===== src/rtl/hpu_seq_ctrl_pkg.sv =====
// Shared types and constants for the HPU phase sequencer.
package hpu_seq_ctrl_pkg;

  // Sequencer states; the encoding is visible to software through state_o.
  typedef enum logic [2:0] {
    IDLE  = 3'd0,
    GEN   = 3'd1,
    RUN   = 3'd2,
    DRAIN = 3'd3,
    DONE  = 3'd4
  } state_t;

  // Bit positions inside the sticky error vector.
  localparam int ERR_CMD = 0;
  localparam int ERR_CFG = 1;
  localparam int ERR_TMO = 2;

  // Default widths.
  localparam int unsigned HPU_ITEM_W = 16;
  localparam int unsigned HPU_ADDR_W = 20;
  localparam int unsigned HPU_CYC_W  = 32;
  localparam int unsigned HPU_TMO_W  = 24;

endpackage


===== src/rtl/hpu_seq_ctrl_if.sv =====
// Command/config/status bundle between the register block and the sequencer.
interface hpu_seq_ctrl_if
  import hpu_seq_ctrl_pkg::*;
#(
  parameter int unsigned ITEM_W = HPU_ITEM_W,
  parameter int unsigned ADDR_W = HPU_ADDR_W,
  parameter int unsigned CYC_W  = HPU_CYC_W
) ();

  logic              cmd_gen;
  logic              cmd_run;
  logic              cmd_abort;
  logic              clr_err;
  logic [ITEM_W-1:0] cfg_items;
  logic [ADDR_W-1:0] cfg_addr_i;
  logic [ADDR_W-1:0] cfg_addr_j;
  logic              get_fin;
  logic              out_fire;
  logic              out_last;

  logic              gen;
  logic              run;
  logic [ITEM_W-1:0] item_a;
  logic [ADDR_W-1:0] addr_i;
  logic [ADDR_W-1:0] addr_j;
  logic [2:0]        state_o;
  logic              mem_valid;
  logic              done;
  logic [2:0]        err;
  logic [CYC_W-1:0]  run_cycles;

  // Register-block / stream side.
  modport master (
    output cmd_gen, cmd_run, cmd_abort, clr_err,
    output cfg_items, cfg_addr_i, cfg_addr_j,
    output get_fin, out_fire, out_last,
    input  gen, run, item_a, addr_i, addr_j, state_o,
    input  mem_valid, done, err, run_cycles
  );

  // Sequencer side.
  modport slave (
    input  cmd_gen, cmd_run, cmd_abort, clr_err,
    input  cfg_items, cfg_addr_i, cfg_addr_j,
    input  get_fin, out_fire, out_last,
    output gen, run, item_a, addr_i, addr_j, state_o,
    output mem_valid, done, err, run_cycles
  );

endinterface


===== src/rtl/hpu_seq_ctrl_wdog.sv =====
// RUN/DRAIN watchdog: saturating cycle counter with synchronous clear.
module hpu_seq_wdog #(
  parameter int unsigned TMO_W = 24
) (
  input  logic clk,
  input  logic rst,
  input  logic clr,
  input  logic en,
  output logic expired
);

  // expired flags the cycle that is the (2**TMO_W-1)-th enabled cycle, so the
  // sequencer leaves RUN/DRAIN after exactly that many cycles.
  localparam logic [TMO_W-1:0] LAST = {{(TMO_W-1){1'b1}}, 1'b0};

  logic [TMO_W-1:0] cnt;

  // Count enabled cycles, holding at all-ones.
  always_ff @(posedge clk) begin
    if (rst || clr) begin
      cnt <= '0;
    end else if (en && (cnt != '1)) begin
      cnt <= cnt + TMO_W'(1);
    end
  end

  assign expired = en && (cnt >= LAST);

endmodule


===== src/rtl/hpu_seq_ctrl.sv =====
// HPU phase sequencer: item generation -> encode run -> stream drain.
module hpu_seq_ctrl
  import hpu_seq_ctrl_pkg::*;
#(
  parameter int unsigned ITEM_W = HPU_ITEM_W,
  parameter int unsigned ADDR_W = HPU_ADDR_W,
  parameter int unsigned CYC_W  = HPU_CYC_W,
  parameter int unsigned TMO_W  = HPU_TMO_W
) (
  input logic           clk,
  input logic           rst,
  hpu_seq_ctrl_if.slave bus
);

  state_t            state;
  logic              gen_q;
  logic              run_q;
  logic [ITEM_W-1:0] item_a_q;
  logic [ITEM_W-1:0] items_q;
  logic [ADDR_W-1:0] addr_i_q;
  logic [ADDR_W-1:0] addr_j_q;
  logic              mem_valid_q;
  logic              done_q;
  logic [2:0]        err_q;
  logic [CYC_W-1:0]  run_cycles_q;

  logic [2:0]        err_set;
  logic              run_start;
  logic              wdog_en;
  logic              wdog_expired;
  logic              fire_last;

  assign fire_last = bus.out_fire && bus.out_last;
  assign wdog_en   = (state == RUN) || (state == DRAIN);

  // Run acceptance and error sources for this cycle.
  always_comb begin
    run_start = 1'b0;
    err_set   = '0;
    if ((state != IDLE) && (bus.cmd_gen || bus.cmd_run)) begin
      err_set[ERR_CMD] = 1'b1;
    end
    if ((state == IDLE) && !bus.cmd_abort) begin
      if (bus.cmd_gen && bus.cmd_run) begin
        err_set[ERR_CMD] = 1'b1;
      end
      if (bus.cmd_gen && (bus.cfg_items == '0)) begin
        err_set[ERR_CFG] = 1'b1;
      end
      if (!bus.cmd_gen && bus.cmd_run) begin
        if (!mem_valid_q || (bus.cfg_addr_j > bus.cfg_addr_i)) begin
          err_set[ERR_CFG] = 1'b1;
        end else begin
          run_start = 1'b1;
        end
      end
    end
    if (wdog_expired && !bus.cmd_abort) begin
      err_set[ERR_TMO] = 1'b1;
    end
  end

  hpu_seq_wdog #(
    .TMO_W (TMO_W)
  ) u_wdog (
    .clk     (clk),
    .rst     (rst),
    .clr     (run_start),
    .en      (wdog_en),
    .expired (wdog_expired)
  );

  // Phase FSM with all outputs registered.
  always_ff @(posedge clk) begin
    if (rst) begin
      state        <= IDLE;
      gen_q        <= 1'b0;
      run_q        <= 1'b0;
      item_a_q     <= '0;
      items_q      <= '0;
      addr_i_q     <= '0;
      addr_j_q     <= '0;
      mem_valid_q  <= 1'b0;
      done_q       <= 1'b0;
      err_q        <= '0;
      run_cycles_q <= '0;
    end else begin
      done_q <= 1'b0;
      // Clear first, then OR in new errors so a same-cycle error survives clr_err.
      err_q  <= (bus.clr_err ? 3'b000 : err_q) | err_set;
      if (bus.cmd_abort) begin
        if (state == GEN) begin
          mem_valid_q <= 1'b0;
        end
        gen_q <= 1'b0;
        run_q <= 1'b0;
        state <= IDLE;
      end else begin
        case (state)
          IDLE: begin
            if (bus.cmd_gen) begin
              if (bus.cfg_items != '0) begin
                items_q     <= bus.cfg_items;
                item_a_q    <= '0;
                mem_valid_q <= 1'b0;
                gen_q       <= 1'b1;
                state       <= GEN;
              end
            end else if (run_start) begin
              addr_i_q     <= bus.cfg_addr_i;
              addr_j_q     <= bus.cfg_addr_j;
              run_cycles_q <= '0;
              run_q        <= 1'b1;
              state        <= RUN;
            end
          end
          GEN: begin
            if (item_a_q == (items_q - ITEM_W'(1))) begin
              gen_q       <= 1'b0;
              mem_valid_q <= 1'b1;
              state       <= IDLE;
            end else begin
              item_a_q <= item_a_q + ITEM_W'(1);
            end
          end
          RUN, DRAIN: begin
            if (run_cycles_q != '1) begin
              run_cycles_q <= run_cycles_q + CYC_W'(1);
            end
            if (wdog_expired) begin
              run_q <= 1'b0;
              state <= IDLE;
            end else if (((state == RUN) && bus.get_fin && fire_last) ||
                         ((state == DRAIN) && fire_last)) begin
              run_q  <= 1'b0;
              done_q <= 1'b1;
              state  <= DONE;
            end else if ((state == RUN) && bus.get_fin) begin
              state <= DRAIN;
            end
          end
          DONE: begin
            state <= IDLE;
          end
          default: begin
            gen_q <= 1'b0;
            run_q <= 1'b0;
            state <= IDLE;
          end
        endcase
      end
    end
  end

  assign bus.gen        = gen_q;
  assign bus.run        = run_q;
  assign bus.item_a     = item_a_q;
  assign bus.addr_i     = addr_i_q;
  assign bus.addr_j     = addr_j_q;
  assign bus.state_o    = state;
  assign bus.mem_valid  = mem_valid_q;
  assign bus.done       = done_q;
  assign bus.err        = err_q;
  assign bus.run_cycles = run_cycles_q;

endmodule


===== src/flat_wrapper.sv =====
// flat-port wrapper written by rule: the top's interface ports become plain ports
module hpu_seq_ctrl_flat import hpu_seq_ctrl_pkg::*;
#(
  parameter int unsigned ITEM_W = HPU_ITEM_W,
  parameter int unsigned ADDR_W = HPU_ADDR_W,
  parameter int unsigned CYC_W  = HPU_CYC_W,
  parameter int unsigned TMO_W  = HPU_TMO_W
)
  (clk, rst, bus_cmd_gen, bus_cmd_run, bus_cmd_abort, bus_clr_err, bus_cfg_items, bus_cfg_addr_i, bus_cfg_addr_j, bus_get_fin, bus_out_fire, bus_out_last, bus_gen, bus_run, bus_item_a, bus_addr_i, bus_addr_j, bus_state_o, bus_mem_valid, bus_done, bus_err, bus_run_cycles);
  hpu_seq_ctrl_if #(.ITEM_W(ITEM_W), .ADDR_W(ADDR_W), .CYC_W(CYC_W)) bus_i ();
  input logic clk;
  input logic rst;
  input wire logic [$bits(bus_i.cmd_gen)-1:0] bus_cmd_gen;
  input wire logic [$bits(bus_i.cmd_run)-1:0] bus_cmd_run;
  input wire logic [$bits(bus_i.cmd_abort)-1:0] bus_cmd_abort;
  input wire logic [$bits(bus_i.clr_err)-1:0] bus_clr_err;
  input wire logic [$bits(bus_i.cfg_items)-1:0] bus_cfg_items;
  input wire logic [$bits(bus_i.cfg_addr_i)-1:0] bus_cfg_addr_i;
  input wire logic [$bits(bus_i.cfg_addr_j)-1:0] bus_cfg_addr_j;
  input wire logic [$bits(bus_i.get_fin)-1:0] bus_get_fin;
  input wire logic [$bits(bus_i.out_fire)-1:0] bus_out_fire;
  input wire logic [$bits(bus_i.out_last)-1:0] bus_out_last;
  output wire logic [$bits(bus_i.gen)-1:0] bus_gen;
  output wire logic [$bits(bus_i.run)-1:0] bus_run;
  output wire logic [$bits(bus_i.item_a)-1:0] bus_item_a;
  output wire logic [$bits(bus_i.addr_i)-1:0] bus_addr_i;
  output wire logic [$bits(bus_i.addr_j)-1:0] bus_addr_j;
  output wire logic [$bits(bus_i.state_o)-1:0] bus_state_o;
  output wire logic [$bits(bus_i.mem_valid)-1:0] bus_mem_valid;
  output wire logic [$bits(bus_i.done)-1:0] bus_done;
  output wire logic [$bits(bus_i.err)-1:0] bus_err;
  output wire logic [$bits(bus_i.run_cycles)-1:0] bus_run_cycles;
  assign bus_i.cmd_gen = bus_cmd_gen;
  assign bus_i.cmd_run = bus_cmd_run;
  assign bus_i.cmd_abort = bus_cmd_abort;
  assign bus_i.clr_err = bus_clr_err;
  assign bus_i.cfg_items = bus_cfg_items;
  assign bus_i.cfg_addr_i = bus_cfg_addr_i;
  assign bus_i.cfg_addr_j = bus_cfg_addr_j;
  assign bus_i.get_fin = bus_get_fin;
  assign bus_i.out_fire = bus_out_fire;
  assign bus_i.out_last = bus_out_last;
  assign bus_gen = bus_i.gen;
  assign bus_run = bus_i.run;
  assign bus_item_a = bus_i.item_a;
  assign bus_addr_i = bus_i.addr_i;
  assign bus_addr_j = bus_i.addr_j;
  assign bus_state_o = bus_i.state_o;
  assign bus_mem_valid = bus_i.mem_valid;
  assign bus_done = bus_i.done;
  assign bus_err = bus_i.err;
  assign bus_run_cycles = bus_i.run_cycles;
  hpu_seq_ctrl #(.ITEM_W(ITEM_W), .ADDR_W(ADDR_W), .CYC_W(CYC_W), .TMO_W(TMO_W)) u_core (.clk(clk), .rst(rst), .bus(bus_i));
endmodule

===== config.mk =====
export PLATFORM = sky130hd
export DESIGN_NAME = hpu_seq_ctrl_flat
export DESIGN_NICKNAME = d
export VERILOG_FILES = /design/src/rtl/hpu_seq_ctrl_pkg.sv /design/src/rtl/hpu_seq_ctrl_if.sv /design/src/rtl/hpu_seq_ctrl_wdog.sv /design/src/rtl/hpu_seq_ctrl.sv /design/src/flat_wrapper.sv
export SDC_FILE = /design/constraint.sdc
export NUM_CORES = 1
export LEC_CHECK = 0
export BUFFER_PORTS_ARGS = -buffer_cell sky130_fd_sc_hd__buf_2
export CAP_MARGIN = 10
export CORE_UTILIZATION = 55
export DETAILED_ROUTE_END_ITERATION = 6
export PLACE_DENSITY = 0.92
export SYNTH_ARGS = -nofsm -noshare
export SYNTH_HDL_FRONTEND = slang
export SYNTH_SLANG_ARGS = --single-unit

===== constraint.sdc =====
create_clock -name clk -period 3.6 [get_ports clk]
set_input_delay 0 -clock clk [delete_from_list [all_inputs] [get_ports clk]]
set_output_delay 0 -clock clk [all_outputs]
set_load 0.02 [all_outputs]

; ---- After elaboration in Yosys (flattened, before gate mapping)
; Cells that the tools add are included.
[op_classes]
bitwise_logic = 6
n_lt_le_gt_ge = 2
n_eq_ne = 22
n_addsub = 4
reduce_logical = 39
mux = 43
[ops]
columns = cell, n
row1 = $mux 32, 3
row2 = $pmux 32 s2, 1
row3 = $mux 16, 3
row4 = $add 32x1->32 const B, 1
row5 = $ne 32x32->1 const B, 1
row6 = $pmux 16 s2, 1
row7 = $add 24x1->24 const B, 1
row8 = $ge 24x24->1 const B, 1
row9 = $mux 3, 8
row10 = $ne 24x24->1 const B, 1
row11 = $mux 1, 22
row12 = $gt 20x20->1, 1
row13 = $reduce_and 4->1, 5
row14 = $add 16x1->16 const B, 1
row15 = $eq 16x16->1, 1
row16 = $logic_not 16->1, 1
row17 = $reduce_bool 16->1, 1
row18 = $sub 16x1->16 const B, 1
row19 = $ne 3x3->1 const B, 5
row20 = $reduce_and 5->1, 3
row21 = $logic_and 1x1->1, 12
row22 = $ne 2x2->1 const B, 6
row23 = $pmux 3 s3, 1
row24 = $eq 3x2->1 const B, 2
row25 = 18 further kinds, 33
[totals]
wordCells = 128
regBits = 138
output_inout_bits = 98

; ---- Logic depth before layout (Yosys ltp)
[depth]
word_depth = 8
ltp_mapped = 12

; ---- Cells and area by module
; Synthesis repeated with hierarchy kept, for this count alone.
[hier_totals]
hier_cells = 894
hier_area_um2 = 7671.1
[by_module_without_submodules]
columns = mod, cells_per_inst, area_per_inst_um2, n_inst
row1 = hpu_seq_ctrl, 723, 6203.4, 1
row2 = hpu_seq_wdog, 171, 1467.7, 1

; ---- Least setup slack after synthesis
; No wires, ideal clock.
[synth_timing]
path_kind = register to register
startpoint = register u_core.items_q[0]
endpoint = register u_core.item_a_q[13] (netlist: u_core.bus.item_a[13])
path_slack_ns = 0.781
required_ns = 3.530
setup_time_ns = 0.070
arrival_time_ns = 2.748
stages_incl_launch_ff = 11
period_less_slack_ns = 2.819
cell_sequence = dfxtp_1 inv_1 ha_1 or3b_2 or4_4 a21boi_1 nor2_2 a21oi_2 a31o_4 or4_1 a21oi_1
[synth_between]
elab_chain_cells = 4
[synth_rtl]
columns = element, line_no
row1 = start: declaration, hpu_seq_ctrl.sv:19  ; logic [ITEM_W-1:0] items_q;
row2 = start signal: assignment, hpu_seq_ctrl.sv:103  ; items_q <= bus.cfg_items;
row3 = $sub 16x1->16, hpu_seq_ctrl.sv:118  ; if (item_a_q == (items_q - ITEM_W'(1))) begin
row4 = $eq 16x16->1, hpu_seq_ctrl.sv:118
row5 = $ne 2x2->1 (no line), -
row6 = $reduce_and 5->1 (no line), -
row7 = end signal: assignment, hpu_seq_ctrl.sv:123  ; item_a_q <= item_a_q + ITEM_W'(1);
row8 = end: declaration, hpu_seq_ctrl.sv:18  ; logic [ITEM_W-1:0] item_a_q;
; Every way passes these cells.
; A chain may end at the register's enable or synchronous reset.

; ---- Worst setup path after layout
[layout_timing]
startpoint = input port bus_cfg_addr_i[12]
endpoint = register u_core.err_q[1] (netlist: u_core.bus.err[1])
[layout_between]
elab_chain_cells = 6
[layout_rtl]
columns = element, line_no
row1 = start: declaration, flat_wrapper.sv:18  ; input wire logic [$bits(bus_i.cfg_addr_i)-1:0] bus_cfg_addr_i;
row2 = $gt 20x20->1, hpu_seq_ctrl.sv:51  ; if (!mem_valid_q || (bus.cfg_addr_j > bus.cfg_addr_i)) begin
row3 = $logic_or 1x1->1, hpu_seq_ctrl.sv:51
row4 = $mux 1, hpu_seq_ctrl.sv:51
row5 = $mux 1, hpu_seq_ctrl.sv:50  ; if (!bus.cmd_gen && bus.cmd_run) begin
row6 = $mux 2, hpu_seq_ctrl.sv:43  ; if ((state == IDLE) && !bus.cmd_abort) begin
row7 = $or 3x3->3, hpu_seq_ctrl.sv:90  ; err_q <= (bus.clr_err ? 3'b000 : err_q) | err_set;
row8 = end signal: assignment, hpu_seq_ctrl.sv:90
row9 = end: declaration, hpu_seq_ctrl.sv:24  ; logic [2:0] err_q;
; Every way passes these cells.

==> flow_metrics.py <==
metrics = {
    "power_and_ir_drop": {
        "ir_worst_vdd_uv": 334,
        "power_density_nw_per_um2": 424,
        "switchingPower_uw": 996,
        "p_clk_frac": 0.500,
        "swShare": 0.249,
        "seqPwrFrac": 0.392,
        "pwr-share-comb": 0.107,
        "power.total_mw": 4.00,
        "p_int_mw": 3.00,
        "leakage_nw": 3.97,
    },
    "timing": {
        "tightest_slew_ns": 0.778,
        "report.final.hold_viol_count": 0,
        "relSlewSlack": 0.482,
        "min_period_over_period": 0.991,
        "rsz0062_at_grt": "no",
        "worst_hold_slack_ns": 0.0967,
        "fin_setup_tns_ns": 0,
        "finalWorstSetupSlack_ns": 0.0324,
        "fin_crit_ns": 3.57,
        "setup_viol": 0,
        "slew_viol_final": 0,
        "fmax_mhz": 280,
        "finClkSkew_ns": 0.0127,
    },
    "global_routing": {
        "grt_pass1_wl_mm": 39.7,
        "grt_pass1_vias": 7819,
        "antenna_found_initial": 1,
        "grt_usage": 0.389,
        "grt_max_degree": 65,
        "grt_overflow": 0,
    },
    "route": {
        "wl_per_cell_um": 20.6,
        "totalWireLength_mm": 25.9,
        "drc_errors": 0,
        "num_vias": 8024,
        "via_per_inst": 6.39,
        "dr.pass1.iters": 7,
        "ant_nets": 0,
        "drtIter0Drc": 1101,
    },
    "placed_design": {
        "pre_cts_ws_ns": 0.539,
        "dp_cells": 1161,
        "dp_hpwl_mm": 13.2,
        "place_congestion": 0.862,
        "io_buffers": 162,
        "placed_area_um2": 8120,
    },
    "logic_synthesis": {
        "avgSynthCellArea_um2": 8.31,
        "syn_nets": 953,
        "syn_area_um2": 7170,
        "ys_seq_area_frac": 0.385,
        "synthDistinctLibCells": 63,
        "syn_inst": 863,
        "ys_async_sr_fraction": 0,
        "synthFlopType": "dfxtp_1",
        "ys_ff_latch": 138,
        "ys_warn_count": 0,
        "synth_edf_count": 0,
    },
    "hold_path": {
        "min_path_type": "primary input to flop",
        "holdPathStages": 3,
    },
    "floorplan": {
        "rows": 41,
        "initial_core_util": 0.566,
        "die_height_um": 116,
        "coreArea_um2": 12700,
        "fp.dieArea_um2": 13500,
        "die_w_um": 116,
        "top_level_ports": 163,
    },
    "cts": {
        "clock_sinks": 138,
        "cts_buffers": 17,
        "clk_pin_slew_ns": 0.07,
        "cts_tree": "done",
        "clockBufferDepth": 2,
        "cts_htree_levels": 4,
        "worstSkewPairLatency_ns": 0.43,
        "cts_setup_buffers": 0,
        "root_buffer": "clkbuf_16",
    },
    "finish": {
        "fin_cells": 1256,
        "fillerInstances": 749,
        "post-route-util": 0.743,
        "multi_input_area_um2": 4130,
        "final_area_um2": 9420,
        "fin_nets": 1160,
        "area_growth_pct": 31.3,
        "drive_above_1_share": 0.206,
        "register_area_um2": 2760,
    },
    "setup_path": {
        "start_kind": "primary input",
        "critPathRequiredTime_ns": 3.97,
        "cp_data_arrival_time_ns": 3.94,
        "path_class": "primary input to flop",
        "endpoint_kind": "flop",
        "r2r_cells": 8,
        "critPathMaxFanout": 4,
    },
    "job": {
        "maxCapViolCount": 0,
    },
    "run_status": {
        "status": "complete, no violations",
    },
}
[power groups by stage]
stage	Sequential [mW]	Combinational [mW]	Clock [mW]
after global placement	1.60	0.320	0
after global routing	1.57	0.456	2.07
after CTS	1.57	0.387	1.98
after detailed placement	1.60	0.329	0
after floorplan	1.60	0.226	0
final	1.57	0.429	2.00
[what timing repair did]
action,CTS,global route
endpoints found under the setup margin,0,1
hold endpoints to repair,60,0
hold buffers,62,0
resized for setup,0,4
[cell usage after synthesis, types with 11 or more instances]
| cell | n | area share |
|---|---|---|
| and3_1 | 22 | 0.019 |
| o21ai_0 | 39 | 0.027 |
| mux2i_1 | 41 | 0.057 |
| nand2_1 | 72 | 0.038 |
| a21oi_1 | 53 | 0.037 |
| a21o_1 | 11 | 0.012 |
| xnor2_1 | 21 | 0.026 |
| ha_1 | 25 | 0.044 |
| xor2_1 | 40 | 0.049 |
| nand3_1 | 34 | 0.024 |
| or3_1 | 18 | 0.016 |
| nor2_1 | 115 | 0.060 |
| clkbuf_1 | 27 | 0.014 |
| inv_1 | 32 | 0.017 |
| nand4_1 | 23 | 0.020 |
| dfxtp_1 | 138 | 0.39 |
| nor3_1 | 19 | 0.013 |
[flip-flops by register name, summed over array words and instances, names as in the netlist, 3 cells and up]
signal                 count
u_core.bus.run_cycles     32
u_core.u_wdog.cnt         24
u_core.bus.addr_i         20
u_core.bus.addr_j         20
u_core.bus.item_a         16
u_core.items_q            16
u_core.bus.err             3
u_core.bus.state_o         3
[critical path: stages]
cell	delay [ns]
dlygate4sd3_1	0.52
buf_2	0.11
inv_1	0.13
ha_2	0.47
nand4_1	0.12
or2_2	0.35
nor3_2	0.32
o21a_2	0.26
o31ai_1	0.14
nand2_1	0.10
nand3_1	0.09
dlygate4sd3_1	0.56
a211oi_1	0.20
dlygate4sd3_1	0.57
[per-layer routing]
metal / global-route usage / wire length, um / vias up / part of all wire
met5: 0 / 0 / - / 0
met4: 0.296 / 2310 / 0 / 0.089
met3: 0.135 / 2600 / 256 / 0.10
met2: 0.650 / 12100 / 652 / 0.47
met1: 0.404 / 8880 / 3637 / 0.34
li1: - / - / 3479 / -
[layout make-up]
cell class,count,share of cell area
inverters,32,0.0128
repair buffers,233,0.162
well taps,172,0.0229
flip-flops and latches,138,0.293
clock inverters,13,0.0225
multi-input cells,648,0.438
clock buffers,19,0.0481
diodes,1,0.000266
[final timing paths]
| kind | startpoint | endpoint | slack, ns |
|---|---|---|---|
| worst max-delay path | bus_cfg_addr_i[12] | u_core.bus.err[1]$_SDFF_PP0_ | 0.03 |
| worst min-delay path | bus_out_fire | u_core.bus.state_o[2]$_SDFFE_PP0P_ | 0.1 |
| worst max register to register | u_core.bus.state_o[2]$_SDFFE_PP0P_ | u_core.bus.run_cycles[31]$_SDFFE_PP0P_ | 0.36 |
| worst min register to register | u_core.bus.addr_j[4]$_SDFFE_PP0P_ | u_core.bus.addr_j[4]$_SDFFE_PP0P_ | 0.50 |
[kinds of logic (layout without fill, tap and decap cells)]
| logic type | after synthesis | count (layout) | share of synthesized area |
|---|---|---|---|
| AOI/OAI and AO/OA | 157 | 157 | 0.140 |
| xor gates and xnor gates | 61 | 61 | 0.0745 |
| and+or+nand+nor | 364 | 364 | 0.256 |
| DFF | 138 | 138 | 0.385 |
| other | 0 | 1 | 0 |
| buffers and inverters | 77 | 297 | 0.0441 |
| muxes | 41 | 41 | 0.0572 |
| adders and majority gates | 25 | 25 | 0.0436 |
[cell usage in the layout, fill, tap and decap left out, types with 22 or more instances in the layout]
cell type	n
nor2_1	115
dfxtp_1	138
nand3_1	34
inv_1	32
and3_1	22
dlygate4sd3_1	62
ha_1	24
nand2_1	72
o21ai_0	39
nand4_1	23
a21oi_1	53
buf_2	162
xor2_1	40
mux2i_1	41
(Power assumes the default switching activity.)
